File: src/rtl/dsm_sample_sequencer.sv
// dsm_sample_sequencer
//
// Feeds DSM_top.vin at a controlled rate. Samples arrive over a valid/ready
// handshake into a small FIFO. Each popped sample is held on vin for exactly
// OSR clock cycles. The control FSM steps through IDLE -> PRIME -> RUN -> STOP:
//   PRIME waits until the FIFO is half full before the first pop.
//   RUN pops one sample per period.
//   STOP lets the current period finish, then zeroes vin and flushes the FIFO.
//
// Build option:
//   DSM_SEQ_HOLD_LAST_EN  defined   : on underflow, vin keeps the last sample.
//                         undefined : on underflow, vin is forced to zero.
//
// Ports:
//   clock          single rising-edge clock
//   reset          asynchronous, active-high; clears all state
//   enable         level: 1 = run the modulator feed, 0 = stop
//   s_data/s_valid input sample stream
//   s_ready        FIFO not full (decoded from the registered count only)
//   vin            registered sample to DSM_top.vin
//   sample_strobe  one-cycle pulse when vin first shows a newly popped sample
//   underflow      sticky; FIFO was empty at a sample boundary in RUN
//   busy           FSM is not in IDLE

module dsm_sample_sequencer #(
    parameter int WIDTH = 20,
    parameter int OSR   = 64,
    parameter int DEPTH = 4
) (
    input  logic             clock,
    input  logic             reset,
    input  logic             enable,
    input  logic [WIDTH-1:0] s_data,
    input  logic             s_valid,
    output logic             s_ready,
    output logic [WIDTH-1:0] vin,
    output logic             sample_strobe,
    output logic             underflow,
    output logic             busy
);

    localparam int AW = $clog2(DEPTH);
    localparam int CW = $clog2(OSR);

    localparam logic [AW:0]   CNT_FULL = (AW+1)'(DEPTH);
    localparam logic [AW:0]   CNT_HALF = (AW+1)'(DEPTH / 2);
    localparam logic [AW:0]   CNT_ONE  = (AW+1)'(1);
    localparam logic [AW-1:0] PTR_ONE  = AW'(1);
    localparam logic [CW-1:0] PER_LOAD = CW'(OSR - 1);
    localparam logic [CW-1:0] PER_ONE  = CW'(1);

    typedef enum logic [1:0] {
        IDLE  = 2'd0,
        PRIME = 2'd1,
        RUN   = 2'd2,
        STOP  = 2'd3
    } state_t;

    state_t state, state_nxt;

    logic [WIDTH-1:0] mem [DEPTH];
    logic [AW-1:0]    wr_ptr, rd_ptr;
    logic [AW:0]      count;
    logic [CW-1:0]    period_cnt;

    logic push, pop, reload, zero_cnt, flush, set_uf, clr_uf, boundary;

    assign s_ready  = (count != CNT_FULL);
    assign push     = s_valid & s_ready;
    assign boundary = (period_cnt == '0);
    assign busy     = (state != IDLE);

    // State register
    always_ff @(posedge clock or posedge reset) begin
        if (reset) begin
            state <= IDLE;
        end else begin
            state <= state_nxt;
        end
    end

    // Next-state and per-edge control decode
    always_comb begin
        state_nxt = state;
        pop       = 1'b0;
        reload    = 1'b0;
        zero_cnt  = 1'b0;
        flush     = 1'b0;
        set_uf    = 1'b0;
        clr_uf    = 1'b0;
        case (state)
            IDLE: begin
                if (enable) begin
                    state_nxt = PRIME;
                    clr_uf    = 1'b1;
                end
            end
            PRIME: begin
                if (!enable) begin
                    // Zeroing the counter makes STOP finish on the very next edge.
                    state_nxt = STOP;
                    zero_cnt  = 1'b1;
                end else if (count >= CNT_HALF) begin
                    state_nxt = RUN;
                    pop       = 1'b1;
                    reload    = 1'b1;
                end
            end
            RUN: begin
                if (boundary) begin
                    reload = 1'b1;
                    if (count != '0) begin
                        pop = 1'b1;
                    end else begin
                        set_uf = 1'b1;
                    end
                end
                // The running period is never cut short; STOP waits it out.
                if (!enable) begin
                    state_nxt = STOP;
                end
            end
            STOP: begin
                if (boundary) begin
                    flush     = 1'b1;
                    state_nxt = IDLE;
                end
            end
            default: state_nxt = IDLE;
        endcase
    end

    // Period counter: reloads on each boundary, counts down in RUN/STOP
    always_ff @(posedge clock or posedge reset) begin
        if (reset) begin
            period_cnt <= '0;
        end else if (reload) begin
            period_cnt <= PER_LOAD;
        end else if (zero_cnt) begin
            period_cnt <= '0;
        end else if ((state == RUN) || (state == STOP)) begin
            period_cnt <= period_cnt - PER_ONE;
        end
    end

    // FIFO control; a flush discards anything pushed on the same edge
    always_ff @(posedge clock or posedge reset) begin
        if (reset) begin
            wr_ptr <= '0;
            rd_ptr <= '0;
            count  <= '0;
        end else if (flush) begin
            wr_ptr <= '0;
            rd_ptr <= '0;
            count  <= '0;
        end else begin
            if (push) begin
                wr_ptr <= wr_ptr + PTR_ONE;
            end
            if (pop) begin
                rd_ptr <= rd_ptr + PTR_ONE;
            end
            case ({push, pop})
                2'b10:   count <= count + CNT_ONE;
                2'b01:   count <= count - CNT_ONE;
                default: count <= count;
            endcase
        end
    end

    // FIFO storage: data only, no reset needed
    always_ff @(posedge clock) begin
        if (push) begin
            mem[wr_ptr] <= s_data;
        end
    end

    // Output stage: vin, strobe and sticky underflow
    always_ff @(posedge clock or posedge reset) begin
        if (reset) begin
            vin           <= '0;
            sample_strobe <= 1'b0;
            underflow     <= 1'b0;
        end else begin
            sample_strobe <= pop;
            if (pop) begin
                vin <= mem[rd_ptr];
            end else if (set_uf) begin
`ifdef DSM_SEQ_HOLD_LAST_EN
                vin <= vin;
`else
                vin <= '0;
`endif
            end else if (flush) begin
                vin <= '0;
            end
            if (clr_uf) begin
                underflow <= 1'b0;
            end else if (set_uf) begin
                underflow <= 1'b1;
            end
        end
    end

endmodule

File: config.mk
export PLATFORM = sky130hd
export DESIGN_NAME = dsm_sample_sequencer
export DESIGN_NICKNAME = d
export VERILOG_FILES = /design/src/rtl/dsm_sample_sequencer.sv
export SDC_FILE = /design/constraint.sdc
export NUM_CORES = 1
export LEC_CHECK = 0
export CAP_MARGIN = 20
export CORE_MARGIN = 1
export CORE_UTILIZATION = 51
export DETAILED_ROUTE_END_ITERATION = 8
export GPL_TIMING_DRIVEN = 0
export PLACE_DENSITY = 0.77
export SYNTH_ARGS = -nofsm -noshare
export SYNTH_HDL_FRONTEND = slang
export SYNTH_SLANG_ARGS = --single-unit
export TNS_END_PERCENT = 1
File: constraint.sdc
create_clock -name clock -period 2.8 [get_ports clock]
set_clock_uncertainty 0.05 [all_clocks]
set_input_delay 0.56 -clock clock [delete_from_list [all_inputs] [get_ports clock]]
set_output_delay 0.56 -clock clock [all_outputs]
set_load 0.02 [all_outputs]
---- After elaboration in Yosys (flattened, before gate mapping) ----
Memories as Yosys holds them, arrays and structs flattened.
Index checks and enable logic that the tools add are counted.
word-level totals
  flip-flop bits (word level) ............. 37
  memory bits (writable) .................. 80
  input bits .............................. 24
  output and inout port bits .............. 24
  logic and storage cells ................. 75
  memories kept ........................... 1
memory list
  memory  depth  width  rd ports  clocked after memory_dff  write ports  line  source
  mem     4      20     1         0                         1            61    logic [WIDTH-1:0] mem [DEPTH];
cells by class
  add/subtract/negate cells ............... 5
  magnitude comparators ................... 1
  eq/ne operators ......................... 10
  muxes and demuxes ....................... 37
  bitwise logic cells ..................... 1
  reduce and logical (&&, ||, !) cells .... 12
operators by type and width
  operator                                                                              number
  20-bit two-way mux                                                                    3
  2-bit two-way mux                                                                     9
  6-bit two-way mux                                                                     3
  1-bit two-way mux                                                                     17
  3-bit nonzero test                                                                    4
  2-bit case mux with 4 select lines                                                    1
  2-bit nonzero test                                                                    4
  2-bit == test (second input constant)                                                 3
  6-bit logical NOT                                                                     1
  2-bit != test (second input constant)                                                 3
  3-bit != test (second input constant)                                                 2
  3-bit case mux with 2 select lines                                                    1
  6-bit by 1-bit subtractor with 6-bit output (second input constant)                   1
  2-bit by 1-bit adder with 2-bit output (second input constant)                        2
  2-bit by 1-bit == test with 1-bit output (second input constant)                      2
  1-bit case mux with 2 select lines                                                    2
  4-bit AND reduction                                                                   1
  3-bit by 1-bit adder with 3-bit output (second input constant)                        1
  3-bit by 2-bit greater-or-equal comparator with 1-bit output (second input constant)  1
  3-bit two-way mux                                                                     1
  3-bit by 1-bit subtractor with 3-bit output (second input constant)                   1
  2-bit logical NOT                                                                     1
  1-bit bitwise AND                                                                     1
  1-bit logical OR                                                                      1

---- Longest topological paths before layout ----
Gate-level depths: netlist of the first run.
  depth in word-level cells ............... 7
  mapped depth ............................ 10
  mapped depth without buffers ............ 9

---- Least setup slack after synthesis of the first run ----
OpenSTA, ideal clock, no wires.
  path type ............................... flip-flop to flip-flop
  from .................................... register state[0]
  to ...................................... register count[2]
  setup time .............................. 66 ps
  data arrival time ....................... 2733 ps
  data required time ...................... 2684 ps
  path slack .............................. -49 ps
  cell stages (with the launch flop) ...... 11
  buffers on the path ..................... 1
  period minus slack after synthesis ...... 2849 ps
  path through ............................ dfrtp_1 inv_1 ha_1 nor4bb_1 a21oi_1 clkbuf_1 nor3_1 fa_1 or4_4 a211o_1 nand2_1
on the way
  cells in the longest elaborated chain, start to end .. 5
  elaborated cells on any way between the ends .. 10
  those cells by class .................... 5 x eq/ne; 4 x mux; 1 x reduce/logical
ends and longest elaborated chain
  item                                                                       line  source
  from (decl)                                                                59    state_t state, state_nxt;
  from (signal assigned)                                                     78    state <= state_nxt;
  2-bit == test or 2-bit by 1-bit == test with 1-bit output (tied branches)  91    case (state)
  1-bit case mux with 2 select lines                                         91
  2-bit by 1-bit == test with 1-bit output or 2-bit == test (tied branches)  163   case ({push, pop})
  3-bit case mux with 2 select lines                                         163
  3-bit two-way mux                                                          152   end else if (flush) begin
  to (signal assigned)                                                       164   2'b10: count <= count + CNT_ONE;
  to (signal assigned)                                                       165   2'b01: count <= count - CNT_ONE;
  to (signal assigned)                                                       166   default: count <= count;
  to (decl)                                                                  63    logic [AW:0] count;
Parallel ways exist; a longest one is shown, timed or not.
A chain may end at the register's enable or synchronous reset.

---- Worst setup path in the final report of the first run ----
Same ends and word-level chain as after synthesis.

==> results of run 1 <==
area by class of cell:
type | instances | area [sq um] | share of cell area [%]
sequential | 117 | 3330 | 56.1
buffer | 11 | 52.6 | 0.886
tap | 108 | 135 | 2.28
inverter | 9 | 33.8 | 0.570
multi-input combinational | 123 | 1270 | 21.4
timing repair buffer | 51 | 500 | 8.44
clock buffer | 17 | 414 | 6.98
clock inverter | 14 | 196 | 3.31
kinds of logic (layout without fill, tap and decap cells):
| kind of cell | count (synthesis) | in the layout | share of synthesized area, % |
|---|---|---|---|
| and+or+nand+nor | 38 | 38 | 4.99 |
| adders and majority gates | 12 | 12 | 3.38 |
| buffers and inverters | 20 | 102 | 1.77 |
| AOI/OAI and AO/OA | 42 | 42 | 6.60 |
| xor gates and xnor gates | 9 | 9 | 1.69 |
| muxes | 22 | 22 | 10.1 |
| DFF | 117 | 117 | 71.4 |
routing by layer:
layer,vias up,share of wire [%]
li1,1168,-
met1,1343,41
met2,71,53
met3,10,4.9
met4,0,1.1
met5,-,0
per-stage QoR:
step	hold slack (ns)	cells	util, %
3_3_place_gp	0.440	415	60.1
4_1_cts	0.460	450	67.4
6_report	0.453	450	67.7
5_1_grt	0.489	450	67.7
2_1_floorplan	0.455	260	-
3_5_place_dp	0.442	415	60.1
critical path, delay by kind of cell, from the launching register on:
kind                     cells  cell delay [ns]
AND/OR/NAND/NOR              4             0.82
adder cells (fa/ha/maj)      2             0.66
AO/OA/AOI/OAI                2             0.46
flip-flops                   1             0.36
buffers and inverters        2             0.26
power breakdown:
group          internal [mW]  switching (mW)
clock network           1.45           0.807
registers               2.34           0.250
logic                  0.989            1.03
total                   4.78            2.09
flip-flops by register name, indices dropped and copies added, names as in the netlist:
| signal | cells |
|---|---|
| mem | 80 |
| vin | 20 |
| period_cnt | 6 |
| count | 3 |
| rd_ptr | 2 |
| state | 2 |
| wr_ptr | 2 |
| sample_strobe | 1 |
| underflow | 1 |
worst min path at each step:
stage	startpoint	endpoint	slack, ns	cells after the start
CTS	vin[17]	vin[17]	0.46	1
finish	vin[17]	vin[17]	0.45	1
global route	vin[13]	vin[13]	0.49	1
global placement	vin[0]	vin[0]	0.44	1
detailed placement	vin[17]	vin[17]	0.44	1
floorplan	state[0]	state[0]	0.46	1
what timing repair did:
action / in CTS / in global routing
pin swaps: 1 / 1
setup endpoints to repair: 2 / 1
setup buffers: 4 / 0
resized for setup: 1 / 3
cloned: 0 / 0
cells in the final DEF, fill, tap and decap left out, types with 7 or more instances in the layout:
cell type and instances:
o21ai_0 10, mux4_2 20, clkbuf_16 16, clkdlybuf4s50_1 47
edfxtp_1 80, xnor2_1 7, nor2_1 9, dfrtp_1 37
a22o_1 20, ha_1 10, inv_1 8
==> key figures, run 1 <==
Run status
  – Status: finished, final reports clean

Synth
  – FFs w/ async S/R, synth: 31.6%
  – Mapped Area: 4660 sq um
  – #FFs+latches synth: 117
  – Commonest cells post-synth: 80 x edfxtp_1, 37 x dfrtp_1, 20 x a22o_1, 20 x mux4_2, 11 x ha_1
  – Post-synth top area share: 51.5%
  – Ys flop type: edfxtp_1
  – Post-Synthesis Net Count: 296
  – Synth area leaders: edfxtp_1 52%, dfrtp_1 20%, mux4_2 9.7%, a22o_1 3.8%, ha_1 3.0%
  – Synth warn: 0
  – Mapped Cells: 260
  – Number of synthesized flops with an enable pin: 80
  – Synth Area per Inst: 17.9 sq um
  – Area leader, netlist: edfxtp_1
  – Synth cell types: 36
  – Post-synthesis sequential area ratio: 71.4%
  – Count leader, synth: edfxtp_1

Setup path
  – CP Launch Point: state[0]
  – CP Capture Point: count[2]
  – Max stage delay on crit path: 0.54 ns
  – Worst setup SP type: register
  – Kind of critical path: reg -> reg
  – Depth of the most critical reg-to-reg path: 10
  – CP required: 3.20 ns
  – CP Cell Sequence: inv_1, ha_1, nor3b_1, a21oi_2, clkbuf_4, nor3_1, fa_2, or4_4, a211o_1, nand2_1
  – Reg-to-reg endpoint: count[2]
  – Worst r2r src: state[0]
  – Worst-path maximum fanout: 6
  – CP Data Arrival Time: 3.08 ns
  – Worst Setup End Kind: register
  – Worst path slowest cell: or4_4
  – R2r setup slk: 0.12 ns

Layout
  – N_diodes: 0
  – P&R area growth vs syn: 27.2%
  – Fillers: 592
  – Final Cell Area: 5930 sq um
  – Nets@finish: 366
  – Layout cells sized above 1: 20.2%

Global route
  – GR Layer Usage met2: 32.9%
  – Vias in the first global route: 2666
  – First-pass GRT wire length: 13900 microns
  – Final global-route overflow total: 0
  – Largest net degree at the start of global routing: 38
  – Overall Global Routing Usage: 20.3%
  – GR met1 Demand/Resource: 24.5%
  – Grt peak-use layer: met2
  – Global Route met3 Usage: 7.55%
  – Antenna violations before repair: 0

Pwr
  – Lkg Pwr: 2.19 nW
  – PwrDens: 1160 nW/um^2
  – Total power: 6.87 mW
  – Maximum VDD drop: 668 uV

Clock network
  – Root buf cell: clkbuf_8
  – Longest Clk Path Bufs: 2
  – Hold Buf Count CTS: 0
  – Clock latency on the worst-skew pair: 0.52 ns
  – CTS tree: yes
  – H-tree lvl count: 4
  – Clk slew on worst S/H paths: 0.06 ns
  – CTS sink cnt: 117
  – CTS Buf Count: 17

Timing
  – Tmin final: 2.68 ns
  – Worst Tran Pin Value: 0.893 ns
  – Max Fclk: 373 MHz
  – Final setup fails: 0
  – Hold Vio Cnt, Final: 0
  – Final worst-path setup slack: 0.120 ns
  – Rel. slew slack: 40.5%
  – Max-slew violations: 0
  – Fin crit share: 95.7%
  – RSZ-0062 raised after global routing: false
  – Setup TNS: 0 ns

Floorplanning
  – Starting Density: 53.2%
  – Core footprint: 8760 sq um
  – Die width: 97.6 microns
  – Row Count: 34
  – Die Ht: 97.6 microns
  – DIE AREA: 9520 sq um
  – # IOs: 48

Drt
  – DRC violations left: 0
  – Pre-antenna DRT Iters: 4
  – Post-DRT Antenna Nets: 0
  – Vias: 2592
  – Drt total wl: 8820 microns
  – Vias per cell: 5.76
  – Wirelength per Cell: 19.6 microns
  – DRT iter0 DRCs: 134

Placement
  – Placed Area: 5270 sq um
  – Routability cong.: 0.799
  – Post-DP HPWL: 5010 microns
  – Pre-CTS WS: -0.482 ns
  – IO Port Bufs: 47

Job
  – Number of max-cap violations: 0

Hold path
  – Worst hold path type: reg -> reg
No activity file was read; power rests on OpenSTA's default activity.
==> run 2, diff against run 1 <==
--- a/config.mk
+++ b/config.mk
@@ -6,7 +6,6 @@
 export NUM_CORES = 1
 export LEC_CHECK = 0
 export CAP_MARGIN = 20
-export CORE_MARGIN = 1
 export CORE_UTILIZATION = 51
 export DETAILED_ROUTE_END_ITERATION = 8
 export GPL_TIMING_DRIVEN = 0
==> results of run 2 <==
Same layout as run 1: the final DEF is identical, and so are final timing and power.
==> run 3, diff against run 2 <==
--- a/config.mk
+++ b/config.mk
@@ -5,11 +5,12 @@
 export SDC_FILE = /design/constraint.sdc
 export NUM_CORES = 1
 export LEC_CHECK = 0
+export ABC_AREA = 1
 export CAP_MARGIN = 20
 export CORE_UTILIZATION = 51
 export DETAILED_ROUTE_END_ITERATION = 8
 export GPL_TIMING_DRIVEN = 0
-export PLACE_DENSITY = 0.77
+export PLACE_DENSITY = 0.76
 export SYNTH_ARGS = -nofsm -noshare
 export SYNTH_HDL_FRONTEND = slang
 export SYNTH_SLANG_ARGS = --single-unit
==> constraint.sdc (replaced) <==
create_clock -name clock -period 2.8 [get_ports clock]
set_clock_uncertainty 0.05 [all_clocks]
set_input_delay 0.28 -clock clock [delete_from_list [all_inputs] [get_ports clock]]
set_output_delay 0.28 -clock clock [all_outputs]
set_load 0.02 [all_outputs]
==> run 3 against run 2 <==
  * Design area grew 4.6%
  * Synthesized cell count grew 60%
  * Core utilization shrank 0.57 points
  * Combinational power grew 12%
  * Sequential power is essentially flat
  * Non-clock buffer count grew 8
  * Critical path type is now reg -> out
  * Critical endpoint is now busy
  * Largest power group unchanged
==> key figures, run 3 <==
Run status
  – Status: finished, final reports clean

Layout
  – Most frequent cells in the layout: 80 x edfxtp_1, 64 x nand2_1, 53 x nor2_1, 47 x clkdlybuf4s50_1, 44 x o21ai_0
  – Largest Register: mem
  – Most common cell after layout, fill and taps aside: edfxtp_1
  – N_diodes: 0 (unchanged)
  – Post-Layout Cell Count: 629 (+40%)
  – Max reg flops: 80 (unchanged)
  – Layout cells sized above 1: 11.8% (-8.4 points)
  – Nets@finish: 523 (+43%)
  – Regs by FF count: mem: 80 flops, vin: 20 flops, period_cnt: 6 flops
  – Final core occ: 67.1% (-0.57 points)
  – P&R area growth vs syn: 27.0%

Placement
  – Post-DP HPWL: 6530 microns (+30%)
  – Pre-CTS WS: 0.649 ns (+1.13 ns)
  – Routability cong.: 0.779 (-2.5%)
  – IO Port Bufs: 47 (unchanged)
  – # placed instances: 597 (+44%)

Floorplanning
  – Row Count: 35 (+2.9%)
  – Die width: 99.8 microns (+2.3%)
  – DIE AREA: 9970 sq um (+4.7%)
  – Die Ht: 99.8 microns (+2.3%)
  – # IOs: 48 (unchanged)
  – Core footprint: 9240 sq um (+5.4%)
  – Starting Density: 52.8% (-0.35 points)

Drt
  – DRT iter0 DRCs: 182 (+36%)
  – Wirelength per Cell: 16.9 microns (-14%)
  – DRC violations left: 0 (unchanged)
  – Pre-antenna DRT Iters: 4 (unchanged)
  – Drt total wl: 10700 microns (+21%)
  – Vias: 3361 (+30%)
  – Post-DRT Antenna Nets: 0 (unchanged)
  – Vias per cell: 5.34 (-7.2%)

Clock network
  – Post-CTS Resized: 0 (-1)
  – Clk slew on worst S/H paths: 0.06 ns (about the same)
  – H-tree lvl count: 4 (unchanged)
  – Longest Clk Path Bufs: 2 (unchanged)
  – CTS tree: yes
  – Post-CTS setup buffers: 0 (-4)
  – CTS sink cnt: 117 (unchanged)
  – Clock latency on the worst-skew pair: 0.52 ns (about the same)
  – CTS Buf Count: 17 (unchanged)
  – Root buf cell: clkbuf_8
  – Hold Buf Count CTS: 0 (unchanged)

Pwr
  – Reg power frac: 36.4% (-1.4 points)
  – Maximum VDD drop: 578 uV (-13%)
  – PwrDens: 1130 nW/um^2 (-2.3%)
  – Net Switching: 2.46 mW (+18%)
  – Logic pwr share: 32.4% (+3.0 points)
  – Switching Fraction: 35.1% (+4.8 points)
  – Clk pwr share: 31.2% (-1.7 points)
  – P_int: 4.55 mW (-4.9%)
  – Lkg Pwr: 2.46 nW (+12%)

Timing
  – Max-slew violations: 0 (unchanged)
  – RSZ-0062 raised after global routing: false
  – Final worst-path setup slack: 0.553 ns (+0.433 ns)
  – Rel. slew slack: 46.4% (+5.9 points)
  – Tmin final: 2.25 ns (-0.433 ns)
  – Hold Vio Cnt, Final: 0 (unchanged)
  – Worst Tran Pin Value: 0.803 ns (-0.0904 ns)
  – Max Fclk: 445 MHz (+19%)
  – Final setup fails: 0 (unchanged)
  – Worst hold slack: 0.190 ns (-0.263 ns)
  – Fin crit share: 80.2% (-15 points)

Setup path
  – Max stage delay on crit path: 0.59 ns (+0.05 ns)
  – CP top delay family: buffers and inverters
  – CP Launch Point: state[0]
  – Worst-path maximum fanout: 5 (-1)
  – CP required: 2.47 ns (-0.73 ns)
  – Critical path depth: 4 (-6)
  – Depth of the most critical reg-to-reg path: 13 (+3)
  – Worst Setup End Kind: primary output
  – CP Data Arrival Time: 1.92 ns (-1.16 ns)
  – CP Cell Sequence: inv_1, ha_1, inv_1, clkdlybuf4s50_1
  – CP Capture Point: busy
  – R2r setup slk: 0.62 ns (+0.50 ns)
  – WP buf/inv: 3 (+1)
  – Worst setup SP type: register
  – Reg-to-reg endpoint: count[2]
  – Worst r2r src: state[0]
  – Most frequent CP cell: inv_1
  – Kind of critical path: reg -> out
  – Worst path slowest cell: clkdlybuf4s50_1

Synth
  – Largest family of logic cells by synthesized area: simple AND/OR/NAND/NOR gates
  – Post-synthesis sequential area ratio: 68.2% (-3.2 points)
  – Synth Area in Compound Gates: 9.00% (+2.4 points)
  – Synth area leaders: edfxtp_1 49%, dfrtp_1 19%, nand2_1 4.9%, o21ai_0 4.5%, nor2_1 4.4%
  – Mapped Area: 4880 sq um (+4.8%)
  – Synth cell types: 34 (-5.6%)
  – Synth warn: 0 (unchanged)
  – Xor and xnor area share after synthesis: 0.718% (-0.97 points)
  – Commonest cells post-synth: 80 x edfxtp_1, 64 x nand2_1, 57 x nor2_1
  – Post-Synth Simple-Gate Area: 14.7% (+9.7 points)
  – Post-Synthesis Net Count: 453 (+53%)
  – Post-synth top area share: 49.2% (-2.3 points)
  – Mapped Cells: 417 (+60%)
  – FFs w/ async S/R, synth: 31.6% (unchanged)
  – Synth Area per Inst: 11.7 sq um (-35%)
  – Count leader, synth: edfxtp_1
  – Post-synthesis mux area share: 0% (-10 points)
  – Number of synthesized flops with an enable pin: 80 (unchanged)
  – #FFs+latches synth: 117 (unchanged)
  – Adder-Cell Fraction of Synth Area: 3.23% (-0.15 points)
  – Ys flop type: edfxtp_1
  – Area leader, netlist: edfxtp_1

Global route
  – GR met1 Demand/Resource: 28.0% (+3.5 points)
  – Grt peak-use layer: met2
  – Global Route met3 Usage: 6.48% (-1.1 points)
  – Vias in the first global route: 3314 (+24%)
  – GR Layer Usage met2: 38.7% (+5.8 points)
  – Overall Global Routing Usage: 23.1% (+2.8 points)
  – Largest net degree at the start of global routing: 38 (unchanged)
  – Antenna violations before repair: 0 (unchanged)
  – First-pass GRT wire length: 16700 microns (+20%)
  – Final global-route overflow total: 0 (unchanged)

Hold path
  – Worst hold path type: in -> async

Job
  – Number of max-cap violations: 0 (unchanged)
## run 3: cell types whose count changed in the layout (fill, tap and decap cells not counted), sizes merged, moves of 4 or more
cell,previous run,this run
o21ai,10,44
and3,5,0
mux4,20,0
nand2,2,67
a22o,20,0
buf,8,12
xnor2,7,3
inv,14,31
nor3,6,1
nor3b,4,0
o22ai,0,20
clkbuf,24,30
nor2,9,61
nand3,0,27
## run 3: power groups by stage
stage	sequential (mW)	clock, mW	combinational (mW)
after floorplan	2.66	0	1.32
after global placement	2.57	0	2.08
after detailed placement	2.58	0	2.24
after CTS	2.56	2.20	2.27
after global routing	2.60	2.28	2.49
final	2.56	2.19	2.27
## run 3: worst min-delay path by stage
stage               startpoint  cells after the start  slack [ns]   endpoint
global route             reset                      2        0.29    vin[17]
CTS                      reset                      2        0.21    vin[17]
global placement       vin[19]                      2        0.44    vin[19]
finish                   reset                      2        0.19    vin[17]
detailed placement      vin[0]                      2        0.45     vin[0]
floorplan               enable                      1        0.31  underflow
## run 3: through the flow
step	total power, mW	TNS (ns)	area, sq um
2_1_floorplan	3.98	0	4880
3_3_place_gp	4.65	-11.98	5510
4_1_cts	7.03	0	6200
6_report	7.01	0	6200
3_5_place_dp	4.81	0	5600
5_1_grt	7.37	0	6200
## run 3: cell type report
type	count	area (sq um)
Fill cell	652	3040
Clock buffer	19	432
Buffer	19	100
Inverter	28	105
Clock inverter	13	171
Timing Repair Buffer	51	543
Tap cell	129	161
Multi-Input combinational cell	253	1360
Sequential cell	117	3330
## run 3: layer usage
layer / part of all wire (%) / wire length (microns)
met3: 7.2 / 769
met1: 39 / 4200
met2: 51 / 5470
met5: 0 / 0
met4: 2.0 / 217
## run 3: cell families after synthesis
logic type / count (synthesis)
simple gates: 159
flops: 117
compound gates: 78
buf+inv: 47
fa+ha+maj: 12
xor+xnor: 4
